[src/rtl/shift_arbiter.sv]
// Round-robin arbiter sharing one 8-bit logical-right barrel shifter among NREQ requesters.
// Grants one request per cycle into a single-entry result slot with valid/ready backpressure.
module shift_arbiter #(
   parameter  int NREQ = 4,
   localparam int IDW  = (NREQ <= 2) ? 1 : $clog2(NREQ)
) (
   input  logic              clk,
   input  logic              rst,
   input  logic [NREQ-1:0]   req_valid,
   input  logic [8*NREQ-1:0] req_data,
   input  logic [3*NREQ-1:0] req_amt,
   output logic [NREQ-1:0]   req_ready,
   output logic              res_valid,
   output logic [7:0]        res_data,
   output logic [IDW-1:0]    res_id,
   input  logic              res_ready
);

   typedef enum logic [0:0] {
      ST_EMPTY = 1'b0,
      ST_FULL  = 1'b1
   } state_t;

   // Three-stage logical right shift, zero fill.
   function automatic logic [7:0] shr8(input logic [7:0] d, input logic [2:0] a);
      logic [7:0] s1;
      logic [7:0] s2;
      logic [7:0] s4;
      s1 = a[0] ? {1'b0, d[7:1]}    : d;
      s2 = a[1] ? {2'b00, s1[7:2]}  : s1;
      s4 = a[2] ? {4'h0, s2[7:4]}   : s2;
      return s4;
   endfunction

   function automatic logic [IDW-1:0] wrap_add(input logic [IDW-1:0] base, input int k);
      int sum;
      sum = int'(base) + k;
      if (sum >= NREQ) begin
         sum = sum - NREQ;
      end else begin
         sum = sum;
      end
      return sum[IDW-1:0];
   endfunction

   state_t         state_q, state_d;
   logic [7:0]     res_data_q, res_data_d;
   logic [IDW-1:0] res_id_q, res_id_d;
   logic [IDW-1:0] ptr_q, ptr_d;

   logic           win_found_s;
   logic [IDW-1:0] win_idx_s;
   logic [7:0]     sel_data_s;
   logic [2:0]     sel_amt_s;
   logic           slot_free_s;
   logic           accept_s;

   // Round-robin search starting at ptr_q, wrapping modulo NREQ.
   always_comb begin
      win_found_s = 1'b0;
      win_idx_s   = {IDW{1'b0}};
      for (int k = 0; k < NREQ; k++) begin
         if (!win_found_s && req_valid[wrap_add(ptr_q, k)]) begin
            win_found_s = 1'b1;
            win_idx_s   = wrap_add(ptr_q, k);
         end else begin
            win_found_s = win_found_s;
         end
      end
   end

   // Operand mux for the winner and one-hot ready generation.
   always_comb begin
      sel_data_s  = 8'h00;
      sel_amt_s   = 3'd0;
      req_ready   = {NREQ{1'b0}};
      slot_free_s = (state_q == ST_EMPTY) || res_ready;
      accept_s    = win_found_s && slot_free_s;
      for (int i = 0; i < NREQ; i++) begin
         if (win_idx_s == IDW'(i)) begin
            sel_data_s   = req_data[8*i +: 8];
            sel_amt_s    = req_amt[3*i +: 3];
            req_ready[i] = accept_s;
         end else begin
            req_ready[i] = 1'b0;
         end
      end
   end

   // Slot FSM and next-state values for the result register and pointer.
   always_comb begin
      state_d    = state_q;
      res_data_d = res_data_q;
      res_id_d   = res_id_q;
      ptr_d      = ptr_q;
      case (state_q)
         ST_EMPTY: state_d = accept_s ? ST_FULL : ST_EMPTY;
         ST_FULL:  state_d = (accept_s || !res_ready) ? ST_FULL : ST_EMPTY;
         default:  state_d = ST_EMPTY;
      endcase
      if (accept_s) begin
         res_data_d = shr8(sel_data_s, sel_amt_s);
         res_id_d   = win_idx_s;
         ptr_d      = (win_idx_s == IDW'(NREQ - 1)) ? {IDW{1'b0}} : win_idx_s + IDW'(1);
      end else begin
         res_data_d = res_data_q;
         res_id_d   = res_id_q;
         ptr_d      = ptr_q;
      end
   end

   // State, result slot and round-robin pointer registers.
   always_ff @(posedge clk or posedge rst) begin
      if (rst) begin
         state_q    <= ST_EMPTY;
         res_data_q <= 8'h00;
         res_id_q   <= {IDW{1'b0}};
         ptr_q      <= {IDW{1'b0}};
      end else begin
         state_q    <= state_d;
         res_data_q <= res_data_d;
         res_id_q   <= res_id_d;
         ptr_q      <= ptr_d;
      end
   end

   assign res_valid = (state_q == ST_FULL);
   assign res_data  = res_data_q;
   assign res_id    = res_id_q;

endmodule
[config.mk]
export PLATFORM = sky130hd
export DESIGN_NAME = shift_arbiter
export DESIGN_NICKNAME = d
export VERILOG_FILES = /design/src/rtl/shift_arbiter.sv
export SDC_FILE = /design/constraint.sdc
export NUM_CORES = 1
export LEC_CHECK = 0
export CORE_MARGIN = 5
export CORE_UTILIZATION = 40
export DETAILED_ROUTE_END_ITERATION = 6
export DONT_BUFFER_PORTS = 1
export GPL_TIMING_DRIVEN = 0
export PLACE_DENSITY = 0.52
export SETUP_SLACK_MARGIN = 0.15
export SLEW_MARGIN = 20
export SYNTH_ARGS = -nofsm -noshare
export SYNTH_HDL_FRONTEND = slang
export SYNTH_SLANG_ARGS = --single-unit
[constraint.sdc]
create_clock -name clk -period 3.4 [get_ports clk]
set_input_delay 0.85 -clock clk [delete_from_list [all_inputs] [get_ports clk]]
set_output_delay 0.85 -clock clk [all_outputs]
set_load 0.1 [all_outputs]
# --- Yosys cells after proc, flatten, opt, wreduce, memory -nomap -nowiden ---
# Cells that the tools add are included.
totals:
  inputBits: 51
  ff_bits: 13
  elab_cells: 74
  output_inout_bits: 15
op_classes:
  muxes: 39
  n_lt_le_gt_ge: 8
  n_eq_ne: 3
  reduce_logical: 11
  bitwise: 1
  addsub: 8
op_table:
  columns: ["cell", "n"]
  rows:
  - ["two-way mux 8 bit", 7]
  - ["two-way mux 2 bit", 9]
  - ["two-way mux 1 bit", 14]
  - ["< comparator 2 x 3 -> 1 bit (second input constant)", 4]
  - ["two-way mux 3 bit", 4]
  - ["greater-or-equal comparator 3 bit (second input constant)", 3]
  - ["binary-select mux 1 bit (select 2 bit)", 4]
  - ["subtractor 2 x 1 -> 2 bit (second input constant)", 4]
  - ["adder 2 x 2 -> 3 bit (second input constant)", 2]
  - ["== test 2 bit (second input constant)", 2]
  - ["logical AND 1 bit", 4]
  - ["zero test 1 bit", 4]
  - ["adder 2 x 1 -> 3 bit (second input constant)", 1]
  - ["greater-or-equal comparator 2 x 3 -> 1 bit (second input constant)", 1]
  - ["adder 2 x 1 -> 2 bit (second input constant)", 1]
  - ["== test 2 x 1 -> 1 bit (second input constant)", 1]
  - ["zero test 2 bit", 1]
  - ["logical OR 1 bit", 2]
  - ["one-hot mux 1 bit (2 select lines)", 1]
  - ["NOT 1 bit", 1]

# --- Logic depth before layout (Yosys ltp) ---
# Gate-level depths: netlist (run 1).
logic_depth:
  depth_word: 22
  mapped_depth: 14
  depth_no_buf: 12

# --- Worst setup path before layout (run 1) ---
# No wires, ideal clock.
synth_path:
  kind: "input -> output"
  start: "input req_valid[0]"
  end: "output req_ready[3]"
  arrival_time_ns: 3.154
  path_buffers: 0
  setup_slack_ns: -0.604
  stages: 7
  t_required_ns: 2.550
  path_cell_list: "nor2b_1 a21oi_1 o22ai_1 a21oi_1 ha_1 bufinv_8 nor2_1"
synth_between:
  elab_chain_cells: 14
  elab_cells_between_ends: 25
  cone_classes: "eq/ne (1); mux (17); reduce/logical (7)"
synth_rtl:
  columns: ["item", "line", "source"]
  rows:
  - ["from (decl)", "9", "input logic [NREQ-1:0] req_valid,"]
  - ["binary-select mux 1 bit (select 2 bit)", "63", "if (!win_found_s && req_valid[wrap_add(ptr_q, k)]) begin"]
  - ["two-way mux 1 bit (implied by the code)", "63", null]
  - ["two-way mux 1 bit", "63", null]
  - ["zero test 1 bit", "63", null]
  - ["logical AND 1 bit", "63", null]
  - ["two-way mux 1 bit", "63", null]
  - ["zero test 1 bit", "63", null]
  - ["logical AND 1 bit", "63", null]
  - ["two-way mux 1 bit", "63", null]
  - ["zero test 1 bit", "63", null]
  - ["logical AND 1 bit", "63", null]
  - ["two-way mux 2 bit (*)", "63", null]
  - ["net win_idx_s[0]", "52", "logic [IDW-1:0] win_idx_s;"]
  - ["== test 2 bit (*)", "80", "if (win_idx_s == IDW'(i)) begin"]
  - ["two-way mux 1 bit (*)", "80", null]
  - ["to (decl)", "12", "output logic [NREQ-1:0] req_ready,"]
# The timed path passes the listed nets; every way through them passes the cells marked *. The select of a mux whose other input is x is not followed.

# --- Final worst setup path (run 1) ---
# Same ends and word-level chain as after synthesis.

==> results of run 1 <==
critical path, cell delays in order:
cell and delay (ns):
nor2b_1 0.12, a21oi_1 0.13, o22ai_1 0.11, a21oi_2 0.21, ha_2 0.22, bufinv_8 0.20
nor2_4 0.48
final cells by class:
type	count	area (µm²)	share of cell area [%]
inverters	9	47.5	3.44
multi-input cells	110	838	60.6
plain buffers	9	75.1	5.43
clock buffers	4	26.3	1.90
flip-flops and latches	13	325	23.5
well taps	44	55.1	3.98
repair buffers	2	15.0	1.09
worst paths after layout:
path / startpoint / endpoint / slack (ns) / cells after the start
max: req_valid[0] / req_ready[3] / 0.22 / 7
min: rst / res_data[4] / 0.47 / 1
max reg2reg: ptr_q[0] / res_data[3] / 0.45 / 14
min reg2reg: ptr_q[0] / ptr_q[0] / 0.58 / 1
max in group asynchronous: rst / res_data[3] / 2.59 / 1
min in group clk: ptr_q[0] / ptr_q[0] / 0.58 / 1
cell usage after synthesis, types with 2 or more instances:
cell type / n / share of area [%]
inv_1: 8 / 2.4
a221oi_1: 2 / 1.4
o221a_2: 2 / 1.8
ha_1: 4 / 4.0
a221o_2: 4 / 3.6
a21oi_1: 6 / 2.4
a22o_1: 3 / 2.1
mux2_4: 2 / 2.4
or2b_1: 2 / 1.2
o221ai_1: 6 / 4.2
a31oi_1: 2 / 1.0
and2_1: 3 / 1.5
nor2_1: 5 / 1.5
nand3b_1: 4 / 2.4
o21ai_1: 2 / 0.80
mux2i_1: 6 / 4.8
dfrtp_1: 13 / 26
buf_4: 2 / 1.2
nor4_1: 2 / 1.0
buf_2: 2 / 0.80
o22ai_1: 8 / 4.0
nand2_1: 22 / 6.6
o21ai_0: 4 / 1.6
buf_6: 4 / 3.6
power by group:
| group | total, mW | switching (mW) | internal (mW) |
|---|---|---|---|
| combinational | 1.01 | 0.551 | 0.461 |
| clock | 0.0954 | 0.0498 | 0.0456 |
| sequential | 0.604 | 0.399 | 0.205 |
| total | 1.71 | 1.00 | 0.712 |
through the flow:
stage | cell area (µm²) | setup TNS, ns | instances | hold slack, ns | total power [mW]
6_report | 1380 | 0 | 191 | 0.468 | 1.71
5_1_grt | 1380 | 0 | 191 | 0.491 | 1.82
4_1_cts | 1360 | 0 | 190 | 0.478 | 1.69
3_5_place_dp | 1320 | -0.180 | 185 | 0.555 | 1.58
3_3_place_gp | 1320 | 0 | 185 | 0.540 | 1.56
2_1_floorplan | 1260 | 0 | 141 | 0.509 | 1.41
routing by layer:
metal | share of wire, % | wire length [µm]
met5 | 0 | 0
met4 | 0.88 | 30
met3 | 7.4 | 252
met1 | 43 | 1460
met2 | 49 | 1650
what timing repair did:
item | 4_1_cts | 5_1_grt
hold buffers | 0 | 0
pin swaps | 1 | 0
endpoints found under the setup margin | 4 | 6
gates resized for setup | 4 | 6
setup buffers | 1 | 1
endpoints found under the hold margin | 0 | 0
cells by family (layout without fill, tap and decap cells):
kind of cell / Yosys count / count (layout) / synth area share, %
flops: 13 / 13 / 26.1
simple gates: 47 / 47 / 19.3
buf+inv: 18 / 24 / 9.73
fa+ha+maj: 4 / 4 / 4.01
compound gates: 51 / 51 / 33.7
mux: 8 / 8 / 7.22
flip-flops by register name, summed over array words and instances (netlist names):
register and count:
res_id 2, ptr_q 2, res_data 8, res_valid 1
==> results.sh, run 1 <==
export IMPL_grt_antenna_before_repair=0
export IMPL_first_global_vias=1088
export IMPL_grt_use_total_pct=15.2
export IMPL_place_ws_ns=-0.0797
export IMPL_cp_arrival_ns=2.33
export IMPL_slew_headroom_pct=35.5
export IMPL_diodes=0
export IMPL_cts_buffer_depth=2
export IMPL_final_cell_mix="nand2_1 (22), dfrtp_1 (13), inv_1 (8)"
export IMPL_firstDrtPassIters=4
export IMPL_wire_per_inst_um=17.8
export IMPL_dr_total_vias=1145
export IMPL_ir_drop_uv=385
export IMPL_initial_core_util_pct=41.2
export IMPL_yosysWarnings=0
export IMPL_final_util_pct=45.7
export IMPL_gr_usage_met3_pct=5.78
export IMPL_syn_area_um2=1250
export IMPL_ys_seq_area_share_pct=26.1
export IMPL_slew_violations=0
export IMPL_grt_max_degree=14
export IMPL_die_y_um=65.8
export IMPL_pin_count=66
export IMPL_die_area_um2=4340
export IMPL_clock_sinks=13
export IMPL_drv_cap=0
export IMPL_hpwl_mm=2.72
export IMPL_power_density_nw_per_um2=1240
export IMPL_p_leak_nw=0.576
export IMPL_grt_overflow=0
export IMPL_min_path_type="input pin to asynchronous set/reset pin"
export IMPL_path_class="input pin to output pin"
export IMPL_synth_ff_type="dfrtp_1"
export IMPL_async_flop_share_pct=100
export IMPL_skew_ns=0.00695
export IMPL_crit_path_start_kind="input pin"
export IMPL_critPathCaptureType="output pin"
export IMPL_syn_area_per_cell_um2=8.85
export IMPL_critPathMaxFanout=10
export IMPL_grt_busiest_layer="met2"
export IMPL_cts_tree="done"
export IMPL_antenna_left=0
export IMPL_grtUsageMet2_pct=23.8
export IMPL_gr_usage_met1_pct=19.4
export IMPL_cts_htree_levels=1
export IMPL_drtIter0Drc=68
export IMPL_final_hold_viol_count=0
export IMPL_max_freq_mhz=314
export IMPL_syn_inst=141
export IMPL_rsz0062_at_grt="yes"
export IMPL_outcome="completed"
export IMPL_clockRootBuffer="clkbuf_4"
export IMPL_rows=20
export IMPL_synth_nets=196
export IMPL_drive_gt1_share_pct=26.5
export IMPL_synth_cell_types=47
export IMPL_cts_reportedPaths_clkPinSlew_ns=0.08
export IMPL_viasPerCell=5.99
export IMPL_synthToLayoutAreaGrowth_pct=10.8
export IMPL_setup_slack_ns=0.220
export IMPL_grt_pass1_wl_mm=5.03
export IMPL_fin_crit_sh_pct=93.5
export IMPL_io_buffers=0
export IMPL_nNetsFinal=203
export IMPL_drc=0
export IMPL_synth_seq_cells=13
export IMPL_cts_buffers=3
export IMPL_wl_mm=3.39
export IMPL_synth_edf_count=0
export IMPL_finalSetupViolations=0
export IMPL_period_needed_ns=3.18
export IMPL_fillers=309
export IMPL_critical_path_required_ns=2.55
export IMPL_worst_slew_pin_slew_ns=0.968
export IMPL_core_area_um2=3030
export IMPL_gp_congestion=0.775
export IMPL_layout_commonest_cell="nand2_1"
export IMPL_die_w_um=65.8
export IMPL_clkLatencyLatePin_ns=0.28
No activity file was read; power rests on OpenSTA's default activity.
==> run 2: changes to the inputs <==
--- a/config.mk
+++ b/config.mk
@@ -11,7 +11,7 @@
 export DONT_BUFFER_PORTS = 1
 export GPL_TIMING_DRIVEN = 0
 export PLACE_DENSITY = 0.52
-export SETUP_SLACK_MARGIN = 0.15
+export SETUP_SLACK_MARGIN = 0.3
 export SLEW_MARGIN = 20
 export SYNTH_ARGS = -nofsm -noshare
 export SYNTH_HDL_FRONTEND = slang
==> results.sh, run 2 (synthesis gave the netlist of run 1 again) <==
export IMPL_largest_reg_flops=8
export IMPL_cts_tree="done"
export IMPL_power_density_nw_per_um2=1200
export IMPL_drc=0
export IMPL_path_class="input pin to flop"
export IMPL_worst_slew_pin_slew_ns=0.922
export IMPL_tns_ns=0
export IMPL_cts_hold_buf=0
export IMPL_synthToLayoutAreaGrowth_pct=28.3
export IMPL_drtIter0Drc=48
export IMPL_period_needed_ns=3.08
export IMPL_critPathMaxFanout=6
export IMPL_hpwl_mm=2.71
export IMPL_viasPerCell=6.05
export IMPL_final_cell_area_um2=1600
export IMPL_critical_path_required_ns=3.56
export IMPL_r2r_setup_slack_ns=0.42
export IMPL_final_cell_mix="nand2_1 (22), buf_4 (17), dfrtp_1 (12)"
export IMPL_wl_mm=3.61
export IMPL_die_y_um=65.8
export IMPL_finalPower_mw=1.92
export IMPL_io_buffers=0
export IMPL_cp_buffers_inverters=4
export IMPL_cts_reportedPaths_clkPinSlew_ns=0.07
export IMPL_critPathCaptureType="flop"
export IMPL_first_global_vias=1229
export IMPL_cts_buffer_depth=2
export IMPL_final_hold_viol_count=0
export IMPL_cts_buffers=3
export IMPL_critical_path_top_delay_family="compound AO/OA/AOI/OAI gates"
export IMPL_grt_use_total_pct=15.4
export IMPL_max_freq_mhz=325
export IMPL_slew_violations=0
export IMPL_cpMaxStageDelayCell="mux2_4"
export IMPL_finalSetupViolations=0
export IMPL_dp_cells=185
export IMPL_rsz0062_at_grt="yes"
export IMPL_diodes=0
export IMPL_setup_slack_ns=0.322
export IMPL_wire_per_inst_um=17.6
export IMPL_clock_sinks=13
export IMPL_p_leak_nw=0.661
export IMPL_clkLatencyLatePin_ns=0.27
export IMPL_initial_core_util_pct=41.2
export IMPL_die_w_um=65.8
export IMPL_fin_crit_sh_pct=90.5
export IMPL_path_cells="nor2b_4 > a21oi_2 > o22ai_2 > a21oi_2 > buf_6 > inv_6 > ha_4 > nor2b_4 > buf_6 > a221oi_4 > or2_1 > buf_6 > mux2_4 > a22o_1 > a31o_1"
export IMPL_layout_commonest_cell="nand2_1"
export IMPL_final_util_pct=52.9
export IMPL_die_area_um2=4340
export IMPL_grt_pass1_wl_mm=5.35
export IMPL_core_area_um2=3030
export IMPL_clockRootBuffer="clkbuf_4"
export IMPL_skew_ns=0.00155
export IMPL_worst_hold_slack_ns=0.476
export IMPL_crit_path_frequent_cell="buf_6"
export IMPL_place_ws_ns=0.00917
export IMPL_min_path_type="input pin to asynchronous set/reset pin"
export IMPL_drv_cap=0
export IMPL_rows=20
export IMPL_layoutNonFillerInstCount=205
export IMPL_firstDrtPassIters=4
export IMPL_gp_congestion=0.821
export IMPL_pin_count=66
export IMPL_slew_headroom_pct=38.6
export IMPL_grt_overflow=0
export IMPL_cp_arrival_ns=3.24
export IMPL_slowest_delay_ns=0.32
export IMPL_postPlaceCellArea_um2=1330
export IMPL_nNetsFinal=217
export IMPL_ir_drop_uv=457
export IMPL_grt_antenna_before_repair=0
export IMPL_crit_path_start_kind="input pin"
export IMPL_grt_max_degree=14
export IMPL_drive_gt1_share_pct=40.4
export IMPL_cts_htree_levels=1
export IMPL_outcome="completed"
export IMPL_dr_total_vias=1241
export IMPL_antenna_left=0
[run 2: layout make-up]
cell class	count	area, µm²
Buffer	9	81.3
Timing Repair Buffer	16	124
Tap cell	44	55.1
Fill cell	300	1430
Multi-Input combinational cell	110	941
Sequential cell	13	327
Inverter	9	46.3
Clock buffer	4	26.3
[run 2: timing repair]
item / in CTS / in global routing
gates resized for setup: 6 / 24
buffers inserted: 1 / 15
hold endpoints to repair: 0 / 0
pin swaps: 1 / 10
setup endpoints to repair: 5 / 10
[run 2: report_power, final]
group	internal (mW)	switching, mW
Sequential	0.205	0.402
Combinational	0.593	0.624
Clock	0.0454	0.0457
[run 2: per-layer routing]
layer,up-vias,share of wire [%],global-route usage (%)
li1,585,-,-
met5,-,0,0
met3,4,6.3,3.23
met2,54,49,26.3
met4,0,0.89,4.66
met1,598,44,19.2
[run 2: worst paths after layout]
check | cells after the start | from | to
hold / removal | 1 | rst | res_data[4]
hold reg to reg | 2 | ptr_q[1] | ptr_q[1]
min in group clk | 2 | ptr_q[1] | ptr_q[1]
setup reg to reg | 14 | ptr_q[1] | res_data[3]
setup / recovery | 15 | req_valid[0] | res_data[3]
max in group asynchronous | 1 | rst | res_valid
==> run 3: changes to the inputs <==
--- a/config.mk
+++ b/config.mk
@@ -12,6 +12,7 @@
 export GPL_TIMING_DRIVEN = 0
 export PLACE_DENSITY = 0.52
 export SETUP_SLACK_MARGIN = 0.3
+export SKIP_LAST_GASP = 1
 export SLEW_MARGIN = 20
 export SYNTH_ARGS = -nofsm -noshare
 export SYNTH_HDL_FRONTEND = slang
==> results of run 3 <==
The final DEF is identical to that of run 2; final timing and power are the same.
